==> config.mk <==
export PLATFORM = sky130hd
export DESIGN_NAME = spi_multiport_master_flat
export DESIGN_NICKNAME = d
export VERILOG_FILES = /design/src/rtl/spi_multiport_pkg.sv /design/src/rtl/spi_multiport_master_if.sv /design/src/rtl/spi_activity_stretch.sv /design/src/rtl/spi_multiport_master.sv /design/src/flat_wrapper.sv
export SDC_FILE = /design/constraint.sdc
export NUM_CORES = 1
export LEC_CHECK = 0
export BUFFER_PORTS_ARGS = -buffer_cell sky130_fd_sc_hd__buf_2
export CAP_MARGIN = 10
export CELL_PAD_IN_SITES_DETAIL_PLACEMENT = 1
export CELL_PAD_IN_SITES_GLOBAL_PLACEMENT = 1
export CORE_UTILIZATION = 40
export CTS_BUF_LIST = sky130_fd_sc_hd__clkbuf_8
export CTS_CLUSTER_SIZE = 14
export DETAILED_ROUTE_END_ITERATION = 6
export GPL_TIMING_DRIVEN = 0
export PLACE_DENSITY_LB_ADDON = 0.15
export SYNTH_ARGS = -nofsm -noshare
export SYNTH_HDL_FRONTEND = slang
export SYNTH_SLANG_ARGS = --single-unit
==> constraint.sdc <==
create_clock -name clk -period 2.15 [get_ports clk]
set_input_delay 0.43 -clock clk [delete_from_list [all_inputs] [get_ports clk]]
set_output_delay 0.43 -clock clk [all_outputs]
set_load 0.01 [all_outputs]
==> src/rtl/spi_multiport_pkg.sv <==
// Shared definitions for the multi-channel SPI master.
// Contents:
//   spi_state_e : byte-engine FSM states (IDLE / LOW / HIGH / DONE)
//   clog2       : constant ceil(log2) helper used to size the SCK divider
//   CS_NONE     : all-ones chip-select pattern (no channel selected), sliced to NCH
package spi_multiport_pkg;

    typedef enum logic [1:0] {
        IDLE = 2'd0,
        LOW  = 2'd1,
        HIGH = 2'd2,
        DONE = 2'd3
    } spi_state_e;

    // Widest supported channel count is 16; callers slice to NCH bits.
    localparam logic [15:0] CS_NONE = 16'hFFFF;

    // ceil(log2(value)); returns 0 for value <= 1.
    function automatic int clog2(input int value);
        int result;
        result = 0;
        for (int i = 0; i < 31; i++) begin
            if ((32'sd1 <<< i) < value) begin
                result = i + 1;
            end
        end
        return result;
    endfunction

endpackage

==> src/rtl/spi_multiport_master_if.sv <==
// Host-side bus of the multi-channel SPI master (I/O port decoder <-> master).
// Signals:
//   cs_we, cs_wdata[NCH] : chip-select register write strobe and pattern (active-low bits)
//   start, tx_data[8]    : one-byte transfer request and the byte to send
//   busy                 : transfer in progress
//   rx_data[8], rx_valid : received byte and its one-cycle update pulse
// Modports: master = port decoder side, slave = SPI master side.
interface spi_multiport_master_if #(
    parameter int NCH = 4
);
    logic           cs_we;
    logic [NCH-1:0] cs_wdata;
    logic           start;
    logic [7:0]     tx_data;
    logic           busy;
    logic [7:0]     rx_data;
    logic           rx_valid;

    modport master (
        output cs_we, cs_wdata, start, tx_data,
        input  busy, rx_data, rx_valid
    );

    modport slave (
        input  cs_we, cs_wdata, start, tx_data,
        output busy, rx_data, rx_valid
    );
endinterface

==> src/rtl/spi_activity_stretch.sv <==
// Monostable for the board activity LED: every raw activity pulse keeps the
// output high for at least 2^(LEDW-1) clk cycles after raw activity ends.
// Ports:
//   clk, rst (sync, active-high)
//   raw      : unstretched activity (busy or any chip select asserted)
//   activity : stretched activity, ~MSB of the hold counter
// Instantiated only when SPI_ACTIVITY_STRETCH_EN is defined.
module spi_activity_stretch #(
    parameter int LEDW = 22
) (
    input  logic clk,
    input  logic rst,
    input  logic raw,
    output logic activity
);

    logic [LEDW-1:0] hold_cnt_r;

    // Hold counter: parked at all-ones, cleared by activity, counts up until the MSB sets.
    always_ff @(posedge clk) begin
        if (rst) begin
            hold_cnt_r <= {LEDW{1'b1}};
        end else if (raw) begin
            hold_cnt_r <= {LEDW{1'b0}};
        end else if (!hold_cnt_r[LEDW-1]) begin
            hold_cnt_r <= hold_cnt_r + {{(LEDW-1){1'b0}}, 1'b1};
        end
    end

    assign activity = ~hold_cnt_r[LEDW-1];

endmodule

==> src/rtl/spi_multiport_master.sv <==
// Multi-channel SPI master (mode 0, MSB first) sharing one shifter, SCK and
// MOSI between NCH peripherals, each with its own active-low chip select.
// Ports:
//   clk, rst          : system clock, synchronous active-high reset
//   bus (slave)       : cs_we/cs_wdata, start/tx_data, busy, rx_data/rx_valid
//   spi_clk, spi_mosi : shared SCK (idle low) and MOSI (idle high)
//   spi_miso[NCH]     : per-channel MISO; lowest-index selected channel is used,
//                       reads 1 when nothing is selected
//   spi_cs_n[NCH]     : chip-select register, frozen while a byte is in flight
//   activity          : SPI-in-use indicator for the test LED
// Parameters: NCH (1..16), DIV (SCK half-period in clk cycles, >= 1),
//             LEDW (stretch counter width, used with the option below).
// Option: define SPI_ACTIVITY_STRETCH_EN to stretch activity with a monostable;
//         otherwise activity is the raw indicator delayed by one register.
module spi_multiport_master
    import spi_multiport_pkg::*;
#(
    parameter int NCH  = 4,
    parameter int DIV  = 2,
    parameter int LEDW = 22
) (
    input  logic                    clk,
    input  logic                    rst,
    spi_multiport_master_if.slave   bus,
    output logic                    spi_clk,
    output logic                    spi_mosi,
    input  logic [NCH-1:0]          spi_miso,
    output logic [NCH-1:0]          spi_cs_n,
    output logic                    activity
);

    localparam int                 DIV_W    = clog2(DIV) + 1;
    localparam logic [DIV_W-1:0]   DIV_LAST = DIV_W'(DIV - 1);
    localparam logic [NCH-1:0]     CS_IDLE  = CS_NONE[NCH-1:0];

    if (NCH < 1 || NCH > 16 || DIV < 1 || LEDW < 2) begin : g_bad_cfg
        $error("spi_multiport_master: parameter out of range");
    end

    spi_state_e       state_r;
    spi_state_e       state_next_s;
    logic [DIV_W-1:0] div_r;
    logic [2:0]       bit_r;
    logic [7:0]       shift_r;
    logic             sck_r;
    logic             mosi_r;
    logic             busy_r;
    logic [7:0]       rx_data_r;
    logic             rx_valid_r;
    logic [NCH-1:0]   cs_r;
    logic             miso_s;
    logic             half_done_s;
    logic             last_bit_s;
    logic             load_s;
    logic             rise_s;
    logic             fall_s;
    logic             finish_s;
    logic             activity_raw_s;

    assign half_done_s = (div_r == DIV_LAST);
    assign last_bit_s  = (bit_r == 3'd7);

    // FSM state register.
    always_ff @(posedge clk) begin
        if (rst) begin
            state_r <= IDLE;
        end else begin
            state_r <= state_next_s;
        end
    end

    // FSM next-state logic.
    always_comb begin
        state_next_s = state_r;
        case (state_r)
            IDLE:    state_next_s = bus.start ? LOW : IDLE;
            LOW:     state_next_s = half_done_s ? HIGH : LOW;
            HIGH:    state_next_s = half_done_s ? (last_bit_s ? DONE : LOW) : HIGH;
            DONE:    state_next_s = IDLE;
            default: state_next_s = IDLE;
        endcase
    end

    // FSM outputs: one-cycle strobes that steer the datapath registers.
    always_comb begin
        load_s   = 1'b0;
        rise_s   = 1'b0;
        fall_s   = 1'b0;
        finish_s = 1'b0;
        case (state_r)
            IDLE:    load_s   = bus.start;
            LOW:     rise_s   = half_done_s;
            HIGH:    fall_s   = half_done_s;
            DONE:    finish_s = 1'b1;
            default: load_s   = 1'b0;
        endcase
    end

    // MISO priority mux: scan downwards so the lowest selected index wins.
    always_comb begin
        miso_s = 1'b1;
        for (int i = NCH - 1; i >= 0; i--) begin
            miso_s = cs_r[i] ? miso_s : spi_miso[i];
        end
    end

    // Byte engine datapath: divider, shifter, SCK/MOSI and result registers.
    // MISO is shifted in at the rising edge, so after the shift shift_r[7]
    // already holds the next MOSI bit for the following falling edge.
    always_ff @(posedge clk) begin
        if (rst) begin
            div_r      <= {DIV_W{1'b0}};
            bit_r      <= 3'd0;
            shift_r    <= 8'h00;
            sck_r      <= 1'b0;
            mosi_r     <= 1'b1;
            busy_r     <= 1'b0;
            rx_data_r  <= 8'h00;
            rx_valid_r <= 1'b0;
        end else begin
            rx_valid_r <= finish_s;
            if (load_s) begin
                shift_r <= bus.tx_data;
                mosi_r  <= bus.tx_data[7];
                bit_r   <= 3'd0;
                div_r   <= {DIV_W{1'b0}};
                busy_r  <= 1'b1;
            end else if (rise_s) begin
                sck_r   <= 1'b1;
                shift_r <= {shift_r[6:0], miso_s};
                div_r   <= {DIV_W{1'b0}};
            end else if (fall_s) begin
                sck_r <= 1'b0;
                div_r <= {DIV_W{1'b0}};
                bit_r <= bit_r + 3'd1;
                if (!last_bit_s) begin
                    mosi_r <= shift_r[7];
                end
            end else if (finish_s) begin
                rx_data_r <= shift_r;
                busy_r    <= 1'b0;
                mosi_r    <= 1'b1;
            end else if (state_r == LOW || state_r == HIGH) begin
                div_r <= div_r + DIV_W'(1);
            end
        end
    end

    // Chip-select register; writes during a transfer are dropped.
    always_ff @(posedge clk) begin
        if (rst) begin
            cs_r <= CS_IDLE;
        end else if (bus.cs_we && !busy_r) begin
            cs_r <= bus.cs_wdata;
        end
    end

    assign activity_raw_s = busy_r | (cs_r != CS_IDLE);

`ifdef SPI_ACTIVITY_STRETCH_EN
    spi_activity_stretch #(
        .LEDW (LEDW)
    ) u_activity_stretch (
        .clk      (clk),
        .rst      (rst),
        .raw      (activity_raw_s),
        .activity (activity)
    );
`else
    logic activity_r;

    // Activity indicator: raw activity delayed by one register.
    always_ff @(posedge clk) begin
        if (rst) begin
            activity_r <= 1'b0;
        end else begin
            activity_r <= activity_raw_s;
        end
    end

    assign activity = activity_r;
`endif

    assign spi_clk      = sck_r;
    assign spi_mosi     = mosi_r;
    assign spi_cs_n     = cs_r;
    assign bus.busy     = busy_r;
    assign bus.rx_data  = rx_data_r;
    assign bus.rx_valid = rx_valid_r;

endmodule

==> src/flat_wrapper.sv <==
// flat-port wrapper written by rule: the top's interface ports become plain ports
module spi_multiport_master_flat import spi_multiport_pkg::*;
#(
    parameter int NCH  = 4,
    parameter int DIV  = 2,
    parameter int LEDW = 22
)
  (clk, rst, spi_clk, spi_mosi, spi_miso, spi_cs_n, activity, bus_cs_we, bus_cs_wdata, bus_start, bus_tx_data, bus_busy, bus_rx_data, bus_rx_valid);
  spi_multiport_master_if #(.NCH(NCH)) bus_i ();
  input  logic clk;
  input  logic rst;
  output logic spi_clk;
  output logic spi_mosi;
  input  logic [NCH-1:0] spi_miso;
  output logic [NCH-1:0] spi_cs_n;
  output logic activity;
  input wire logic [$bits(bus_i.cs_we)-1:0] bus_cs_we;
  input wire logic [$bits(bus_i.cs_wdata)-1:0] bus_cs_wdata;
  input wire logic [$bits(bus_i.start)-1:0] bus_start;
  input wire logic [$bits(bus_i.tx_data)-1:0] bus_tx_data;
  output wire logic [$bits(bus_i.busy)-1:0] bus_busy;
  output wire logic [$bits(bus_i.rx_data)-1:0] bus_rx_data;
  output wire logic [$bits(bus_i.rx_valid)-1:0] bus_rx_valid;
  assign bus_i.cs_we = bus_cs_we;
  assign bus_i.cs_wdata = bus_cs_wdata;
  assign bus_i.start = bus_start;
  assign bus_i.tx_data = bus_tx_data;
  assign bus_busy = bus_i.busy;
  assign bus_rx_data = bus_i.rx_data;
  assign bus_rx_valid = bus_i.rx_valid;
  spi_multiport_master #(.NCH(NCH), .DIV(DIV), .LEDW(LEDW)) u_core (.clk(clk), .rst(rst), .bus(bus_i), .spi_clk(spi_clk), .spi_mosi(spi_mosi), .spi_miso(spi_miso), .spi_cs_n(spi_cs_n), .activity(activity));
endmodule
==> results of run 1 <==
## final timing paths
kind	end	cells after the start	slack, ns
worst max register to register	u_core.spi_mosi	6	0.33
worst max-delay path	u_core.spi_mosi	6	0.33
worst min-delay path	u_core.spi_cs_n[3]	2	0.36
worst min register to register	u_core.activity	1	0.49
## worst max-delay path: cells and delay by family (launching register included)
kind                     cells  cell delay [ns]
buffers and inverters        2             0.51
AND/OR/NAND/NOR              2             0.44
flip-flops                   1             0.37
AO/OA/AOI/OAI                1             0.23
adder cells (fa/ha/maj)      1             0.22
## cells in the mapped netlist (all sizes together)
library cell	instances	area, sq um
dfxtp	32	641
nor2	20	75.1
nand2	18	67.6
mux2i	10	100
a21oi	9	45.0
ha	9	113
a311oi	7	61.3
nor2b	6	37.5
inv	5	18.8
a211o	4	35.0
buf	4	25.0
nor3	4	20.0
and2	3	18.8
clkbuf	3	11.3
o21ai	3	15.0
nand2b	2	12.5
nand3b	2	15.0
a2111oi	1	8.76
a211oi	1	7.51
and4b	1	10.0
nand4b	1	8.76
nor3b	1	7.51
o21a	1	7.51
o221a	1	11.3
o311ai	1	8.76
o32ai	1	8.76
or4	1	7.51
xnor2	1	8.76
xor2	1	8.76
## logic make-up after synthesis
kind of cell,share of synthesized area [%]
buffers and inverters,3.89
DFF,45.3
muxes,7.07
and+or+nand+nor,19.8
AOI/OAI and AO/OA,14.8
xor gates and xnor gates,1.24
adders and majority gates,7.96
## stage by stage
step / area, sq um / hold slack, ns / worst slack (ns)
after global routing: 1760 / 0.346 / 0.214
final: 1760 / 0.358 / 0.331
after detailed placement: 1650 / 0.475 / 0.344
after CTS: 1760 / 0.349 / 0.325
after floorplan: 1420 / 0.468 / 0.622
after global placement: 1650 / 0.466 / 0.449
## metal layers
metal	wire (um)	GRT usage (%)	up-vias
met5	0	0	-
met4	61	10.2	0
met3	170	7.35	6
met2	1770	35.2	29
met1	1470	21.8	592
li1	-	-	619
## layout make-up
cell class / count / area [sq um] / share of cell area [%]
Buffer: 7 / 36.3 / 2.06
Tap cell: 46 / 57.6 / 3.27
Timing Repair Buffer: 36 / 180 / 10.2
Clock buffer: 5 / 68.8 / 3.91
Inverter: 5 / 18.8 / 1.07
Clock inverter: 3 / 38.8 / 2.20
Multi-Input combinational cell: 109 / 719 / 40.9
Sequential cell: 32 / 641 / 36.4
## power by group through the flow
stage          clock network, mW  registers [mW]  logic [mW]
6_report                   0.554           0.649       0.157
5_1_grt                    0.596           0.653       0.174
4_1_cts                    0.568           0.649       0.159
3_5_place_dp                   0           0.662       0.157
3_3_place_gp                   0           0.660       0.151
2_1_floorplan                  0           0.662      0.0951
## state kept, by name, indices dropped and copies added, names as in the netlist
name                 flops
u_core.spi_mosi          1
u_core.spi_clk           1
u_core.shift_r           8
u_core.bus.busy          1
u_core.bit_r             3
u_core.bus.rx_data       8
u_core.bus.rx_valid      1
u_core.div_r             2
u_core.spi_cs_n          4
u_core.state_r           2
u_core.activity          1
==> results.sh, run 1 <==
export IMPL_drt_total_wl_um=3460
export IMPL_netlist_instances=153
export IMPL_cp_slowest_cell="clkbuf_1"
export IMPL_grt_start_max_net_pins=11
export IMPL_drt_iter0_markers=40
export IMPL_layout_common_cells="buf_2, dfxtp_1, nor2_1"
export IMPL_syn_area_per_cell_sq_um=9.25
export IMPL_io_buffers=36
export IMPL_holdBufCountCts=0
export IMPL_critPathKind="flop to flop"
export IMPL_clock_root_buffer="clkbuf_8"
export IMPL_hp_start="bus_cs_wdata[3]"
export IMPL_die_w_um=61.5
export IMPL_worstSetupStartpoint="u_core.state_r[0]"
export IMPL_status="completed"
export IMPL_dp_cells=235
export IMPL_utilization_pct=52.3
export IMPL_required_ns=2.37
export IMPL_drt_first_pass_iters=4
export IMPL_ys_types=31
export IMPL_stdcell_count=243
export IMPL_leakage_nw=0.755
export IMPL_htree_num_levels=2
export IMPL_setup_tns_final_ns=0
export IMPL_maxCapViolCount=0
export IMPL_endpoint_kind="flop"
export IMPL_diodes=0
export IMPL_cts_sinks=32
export IMPL_synthToLayoutAreaGrowth_pct=24.4
export IMPL_cts_resized=0
export IMPL_cp_arrival_ns=2.04
export IMPL_post_route_drc_count=0
export IMPL_die_area_sq_um=3780
export IMPL_io_pins=37
export IMPL_wl_per_cell_um=14.3
export IMPL_grtUsageTotal_pct=20.3
export IMPL_grt_pass1_wl_um=5370
export IMPL_hold_path_class="input pin to flop"
export IMPL_synth_nets=182
export IMPL_antenna_found_initial=0
export IMPL_yosysSeqAreaShare_pct=45.3
export IMPL_nets=225
export IMPL_place_hpwl_um=2510
export IMPL_p_comb_share_pct=11.5
export IMPL_finalCriticalPeriod_ns=1.82
export IMPL_cts_buffers=5
export IMPL_syn_cell_area_sq_um=1420
export IMPL_power_mw=1.36
export IMPL_r2r_start="u_core.state_r[0]"
export IMPL_powerDensity_nw_per_um2=772
export IMPL_grt_pass1_vias=1201
export IMPL_coreArea_sq_um=3360
export IMPL_startpoint_type="flop"
export IMPL_drv_slew=0
export IMPL_hold_viol=0
export IMPL_viasPerCell=5.13
export IMPL_finalSetupViolCount=0
export IMPL_slew_headroom_pct=65.7
export IMPL_worstPathMaxFanout=10
export IMPL_p_sw_mw=0.325
export IMPL_ys_ff_latch=32
export IMPL_final_layout_size_suffix_gt1_share_pct=23.9
export IMPL_fmax_mhz=550
export IMPL_finalCritPeriodShare_pct=84.6
export IMPL_fillCellCount=430
export IMPL_swShare_pct=23.9
export IMPL_path_cells="inv_1, ha_1, nand2_1, clkbuf_1, o311ai_0, nand3b_1"
export IMPL_yosys_warnings=0
export IMPL_cts_max_path_buffers=2
export IMPL_finClkSkew_ns=0.00725
export IMPL_vdd_drop_max_v=0.000499
export IMPL_grt_overflow=0
export IMPL_via_count=1246
export IMPL_worst_pin_slew_ns=0.514
export IMPL_num_rows=21
export IMPL_layout_commonest_cell="buf_2"
export IMPL_ant_nets=0
export IMPL_place_congestion=0.735
export IMPL_post_cts_buffers=0
export IMPL_cts_tree="built"
export IMPL_clk_pin_slew_worst_paths_ns=0.07
export IMPL_fp_dieH_um=61.5
export IMPL_p_seq_share_pct=47.7
export IMPL_clkPwrFrac_pct=40.7
export IMPL_start_util_pct=42.1
export IMPL_clkLatencyLatePin_ns=0.28
export IMPL_cpPeakStageDelay_ns=0.41
export IMPL_rsz0062_at_grt="no"
export IMPL_internal_power_mw=1.03
No activity file was read; power rests on OpenSTA's default activity.
==> run 2, diff against run 1 <==
- clock period: 2.15 -> 1.8 ns (I/O delays scaled with it)
==> run 2 against run 1 <==
Critical path depth down 1; final area about the same; clock-buffer cell count unchanged; critical path type unchanged; critical endpoint is now u_core.shift_r[0].
==> results.sh, run 2 (synthesis gave the netlist of run 1 again) <==
export IMPL_p_sw_mw=0.388
export IMPL_io_buffers=36
export IMPL_holdWs_ns=0.288
export IMPL_hold_viol=0
export IMPL_worstPathMaxFanout=10
export IMPL_cts_max_path_buffers=2
export IMPL_clkLatencyLatePin_ns=0.28
export IMPL_hold_path_class="input pin to flop"
export IMPL_maxCapViolCount=0
export IMPL_cp_arrival_ns=1.88
export IMPL_holdBufCountCts=0
export IMPL_finalCriticalPeriod_ns=1.69
export IMPL_status="completed"
export IMPL_place_hpwl_um=2510
export IMPL_clk_pin_slew_worst_paths_ns=0.07
export IMPL_htree_num_levels=2
export IMPL_p_seq_share_pct=47.7
export IMPL_fin_area_sq_um=1760
export IMPL_worst_pin_slew_ns=0.514
export IMPL_viasPerCell=5.13
export IMPL_final_layout_size_suffix_gt1_share_pct=24.4
export IMPL_endpoint_kind="flop"
export IMPL_wl_per_cell_um=14.2
export IMPL_die_area_sq_um=3780
export IMPL_grt_pass1_wl_um=5370
export IMPL_synthToLayoutAreaGrowth_pct=24.5
export IMPL_io_pins=37
export IMPL_nets=225
export IMPL_powerDensity_nw_per_um2=922
export IMPL_cts_buffers=5
export IMPL_clkPwrFrac_pct=40.7
export IMPL_rsz0062_at_grt="no"
export IMPL_leakage_nw=0.758
export IMPL_required_ns=1.98
export IMPL_stdcell_count=243
export IMPL_antenna_found_initial=0
export IMPL_finalCritPeriodShare_pct=94.1
export IMPL_fp_dieH_um=61.5
export IMPL_drt_first_pass_iters=4
export IMPL_cts_resized=1
export IMPL_post_cts_buffers=0
export IMPL_ant_nets=0
export IMPL_startpoint_type="flop"
export IMPL_swShare_pct=23.9
export IMPL_coreArea_sq_um=3360
export IMPL_drt_iter0_markers=40
export IMPL_cts_tree="built"
export IMPL_grt_pass1_vias=1201
export IMPL_clock_root_buffer="clkbuf_8"
export IMPL_finClkSkew_ns=0.00725
export IMPL_die_w_um=61.5
export IMPL_grt_start_max_net_pins=11
export IMPL_critPathKind="flop to flop"
export IMPL_drt_total_wl_um=3460
export IMPL_place_congestion=0.735
export IMPL_setup_slack_ns=0.106
export IMPL_internal_power_mw=1.24
export IMPL_grtUsageTotal_pct=20.3
export IMPL_drv_slew=0
export IMPL_via_count=1246
export IMPL_dp_slack_ns=-0.00621
export IMPL_p_comb_share_pct=11.6
export IMPL_start_util_pct=42.1
export IMPL_vdd_drop_max_v=0.000596
export IMPL_fmax_mhz=590
export IMPL_cts_sinks=32
export IMPL_dp_cells=235
export IMPL_slew_headroom_pct=65.7
export IMPL_diodes=0
export IMPL_post_route_drc_count=0
export IMPL_finalSetupViolCount=0
export IMPL_layout_commonest_cell="buf_2"
export IMPL_place_area_sq_um=1650
export IMPL_num_rows=21
export IMPL_grt_overflow=0
export IMPL_layout_common_cells="buf_2, dfxtp_1, nor2_1"
## run 2: final timing paths
path	startpoint	to	slack, ns	depth (start not counted)
min	bus_cs_wdata[3]	u_core.spi_cs_n[3]	0.29	2
max	u_core.state_r[1]	u_core.shift_r[0]	0.11	5
max reg2reg	u_core.state_r[1]	u_core.shift_r[0]	0.11	5
min reg2reg	u_core.spi_cs_n[2]	u_core.activity	0.49	1
## run 2: critical path, stage by stage (launching register included)
cell and delay [ns]:
dfxtp_1 0.34, inv_1 0.11, ha_1 0.25, nand2_1 0.25, or4_1 0.53, o32ai_1 0.12
## run 2: layout make-up
class	count	area (sq um)
Fill cell	429	1600
Multi-Input combinational cell	109	719
Sequential cell	32	641
Timing Repair Buffer	36	180
Clock buffer	5	68.8
Tap cell	46	57.6
Clock inverter	3	38.8
Buffer	7	37.5
Inverter	5	18.8
## run 2: power by group through the flow
stage / Sequential [mW] / Clock (mW) / Combinational [mW]
2_1_floorplan: 0.791 / 0 / 0.114
3_3_place_gp: 0.789 / 0 / 0.180
3_5_place_dp: 0.791 / 0 / 0.188
4_1_cts: 0.775 / 0.679 / 0.191
5_1_grt: 0.780 / 0.712 / 0.209
6_report: 0.775 / 0.662 / 0.188
## run 2: through the flow
step           utilization [%]  TNS (ns)  power [mW]
6_report                  52.4         0        1.62
5_1_grt                   52.4         0        1.70
4_1_cts                   52.4         0        1.64
3_5_place_dp              49.1  -0.00621       0.978
3_3_place_gp              49.1         0       0.969
2_1_floorplan                -         0       0.904
## run 2: per-layer routing
layer  vias up  share of wire, %  routed length (um)  global-route usage, %
met1       591                42                1470                   21.8
met2        29                51                1760                   35.2
met4         0               1.8                  61                   10.2
met5         -                 0                   0                      0
li1        620                 -                   -                      -
met3         6               4.9                 170                   7.35
==> run 3, diff against run 2 <==
--- a/config.mk
+++ b/config.mk
@@ -16,2 +16,3 @@
 export GPL_TIMING_DRIVEN = 0
+export MAX_ROUTING_LAYER = met4
 export PLACE_DENSITY_LB_ADDON = 0.15
==> constraint.sdc (replaced) <==
create_clock -name clk -period 1.8 [get_ports clk]
set_input_delay 0.18 -clock clk [delete_from_list [all_inputs] [get_ports clk]]
set_output_delay 0.18 -clock clk [all_outputs]
set_load 0.01 [all_outputs]
==> run 3 against run 2 <==
Utilization is the same; routed wire length fell by 0.26%; sequential power about the same; first-iteration DRC count up 7.5%; critical path type unchanged; hold slack worse by 0.18 ns; global-route usage up 0.64 points; largest power group unchanged; highest routed layer unchanged; non-clock buffer count stayed put; largest cell class unchanged; cell count unchanged; final area unchanged; clock power hardly changed; critical path depth is the same; worst setup slack about the same.
==> results.sh, run 3 (synthesis gave the netlist of run 1 again) <==
export IMPL_fmax_mhz=590
export IMPL_swShare_pct=23.9
export IMPL_setup_tns_final_ns=0
export IMPL_place_congestion=0.744
export IMPL_clkLatencyLatePin_ns=0.28
export IMPL_powerDensity_nw_per_um2=922
export IMPL_grt_pass1_vias=1202
export IMPL_ant_nets=0
export IMPL_post_cts_buffers=0
export IMPL_required_ns=1.98
export IMPL_clkPwrFrac_pct=40.7
export IMPL_final_layout_size_suffix_gt1_share_pct=24.4
export IMPL_critPathKind="flop to flop"
export IMPL_die_w_um=61.5
export IMPL_hold_path_depth=2
export IMPL_slew_headroom_pct=65.8
export IMPL_start_util_pct=42.1
export IMPL_rsz0062_at_grt="no"
export IMPL_diodes=0
export IMPL_worstSetupStartpoint="u_core.state_r[1]"
export IMPL_finClkSkew_ns=0.00725
export IMPL_maxCapViolCount=0
export IMPL_hp_start="bus_cs_wdata[3]"
export IMPL_hold_path_class="input pin to flop"
export IMPL_worstPathMaxFanout=10
export IMPL_leakage_nw=0.758
export IMPL_finalCriticalPeriod_ns=1.69
export IMPL_internal_power_mw=1.24
export IMPL_drt_first_pass_iters=4
export IMPL_vdd_drop_max_v=0.000596
export IMPL_cts_resized=1
export IMPL_dp_slack_ns=-0.00621
export IMPL_via_count=1247
export IMPL_r2r_start="u_core.state_r[1]"
export IMPL_worstRegToRegCells=5
export IMPL_nets=225
export IMPL_hold_end="u_core.spi_cs_n[3]"
export IMPL_drv_slew=0
export IMPL_cts_max_path_buffers=2
export IMPL_holdBufCountCts=0
export IMPL_synthToLayoutAreaGrowth_pct=24.5
export IMPL_htree_num_levels=2
export IMPL_grt_overflow=0
export IMPL_num_rows=21
export IMPL_wl_per_cell_um=14.2
export IMPL_place_hpwl_um=2510
export IMPL_clk_pin_slew_worst_paths_ns=0.07
export IMPL_status="completed"
export IMPL_drt_iter0_markers=43
export IMPL_fp_dieH_um=61.5
export IMPL_io_pins=37
export IMPL_viasPerCell=5.13
export IMPL_layout_commonest_cell="buf_2"
export IMPL_cts_sinks=32
export IMPL_setup_slack_ns=0.106
export IMPL_finalCritPeriodShare_pct=94.1
export IMPL_p_sw_mw=0.389
export IMPL_hold_viol=0
export IMPL_holdWs_ns=0.108
export IMPL_die_area_sq_um=3780
export IMPL_reg2reg_slack_ns=0.11
export IMPL_endpoint_kind="flop"
export IMPL_finalSetupViolCount=0
export IMPL_r2r_end="u_core.shift_r[0]"
export IMPL_worst_pin_slew_ns=0.514
export IMPL_grt_start_max_net_pins=11
export IMPL_post_route_drc_count=0
export IMPL_fin_area_sq_um=1760
export IMPL_startpoint_type="flop"
export IMPL_p_seq_share_pct=47.7
export IMPL_antenna_found_initial=0
export IMPL_coreArea_sq_um=3360
export IMPL_grtUsageTotal_pct=21.0
export IMPL_fillCellCount=429
export IMPL_clock_root_buffer="clkbuf_8"
export IMPL_cts_buffers=5
export IMPL_cp_arrival_ns=1.88
export IMPL_p_comb_share_pct=11.6
export IMPL_grt_pass1_wl_um=5380
export IMPL_io_buffers=36
export IMPL_layout_common_cells="buf_2, dfxtp_1, nor2_1"
export IMPL_place_area_sq_um=1650
export IMPL_cts_tree="built"
export IMPL_drt_total_wl_um=3450
-- run 3: cell counts in the layout (fill, tap and decap cells not counted) --
No cell type changed its count.
-- run 3: layout make-up --
class / count / area [sq um] / share of cell area [%]
Clock buffer: 5 / 68.8 / 3.91
Timing Repair Buffer: 36 / 180 / 10.2
Multi-Input combinational cell: 109 / 719 / 40.8
Tap cell: 46 / 57.6 / 3.27
Sequential cell: 32 / 641 / 36.4
Buffer: 7 / 37.5 / 2.13
Clock inverter: 3 / 38.8 / 2.20
Inverter: 5 / 18.8 / 1.07
-- run 3: layer usage --
metal / up-vias / part of all wire, % / GRT usage, %
li1: 620 / - / -
met5: - / 0 / -
met3: 6 / 4.8 / 7.35
met4: 0 / 1.8 / 10.2
met1: 592 / 42 / 21.8
met2: 29 / 51 / 35.2
-- run 3: worst max-delay path: stages (launching register included) --
cell and delay, ns:
dfxtp_1 0.34, inv_1 0.11, ha_1 0.25, nand2_1 0.25, or4_1 0.53, o32ai_1 0.12
-- run 3: how the worst max path moves through the flow --
stage                              to  cells past startpoint
floorplan           u_core.shift_r[0]                      6
global placement      u_core.spi_mosi                      6
detailed placement    u_core.spi_mosi                      6
CTS                 u_core.shift_r[0]                      4
global route        u_core.shift_r[0]                      4
finish              u_core.shift_r[0]                      5
-- run 3: through the flow --
step,total power [mW],util (%),instances
global route,1.70,52.4,243
detailed placement,0.978,49.1,235
CTS,1.64,52.4,243
global placement,0.969,49.1,235
finish,1.62,52.4,243
floorplan,0.904,-,153
-- run 3: power groups by stage --
stage / clock network [mW] / logic, mW / registers (mW)
CTS: 0.679 / 0.191 / 0.775
global route: 0.712 / 0.209 / 0.780
detailed placement: 0 / 0.188 / 0.791
finish: 0.662 / 0.188 / 0.775
floorplan: 0 / 0.114 / 0.791
global placement: 0 / 0.180 / 0.789
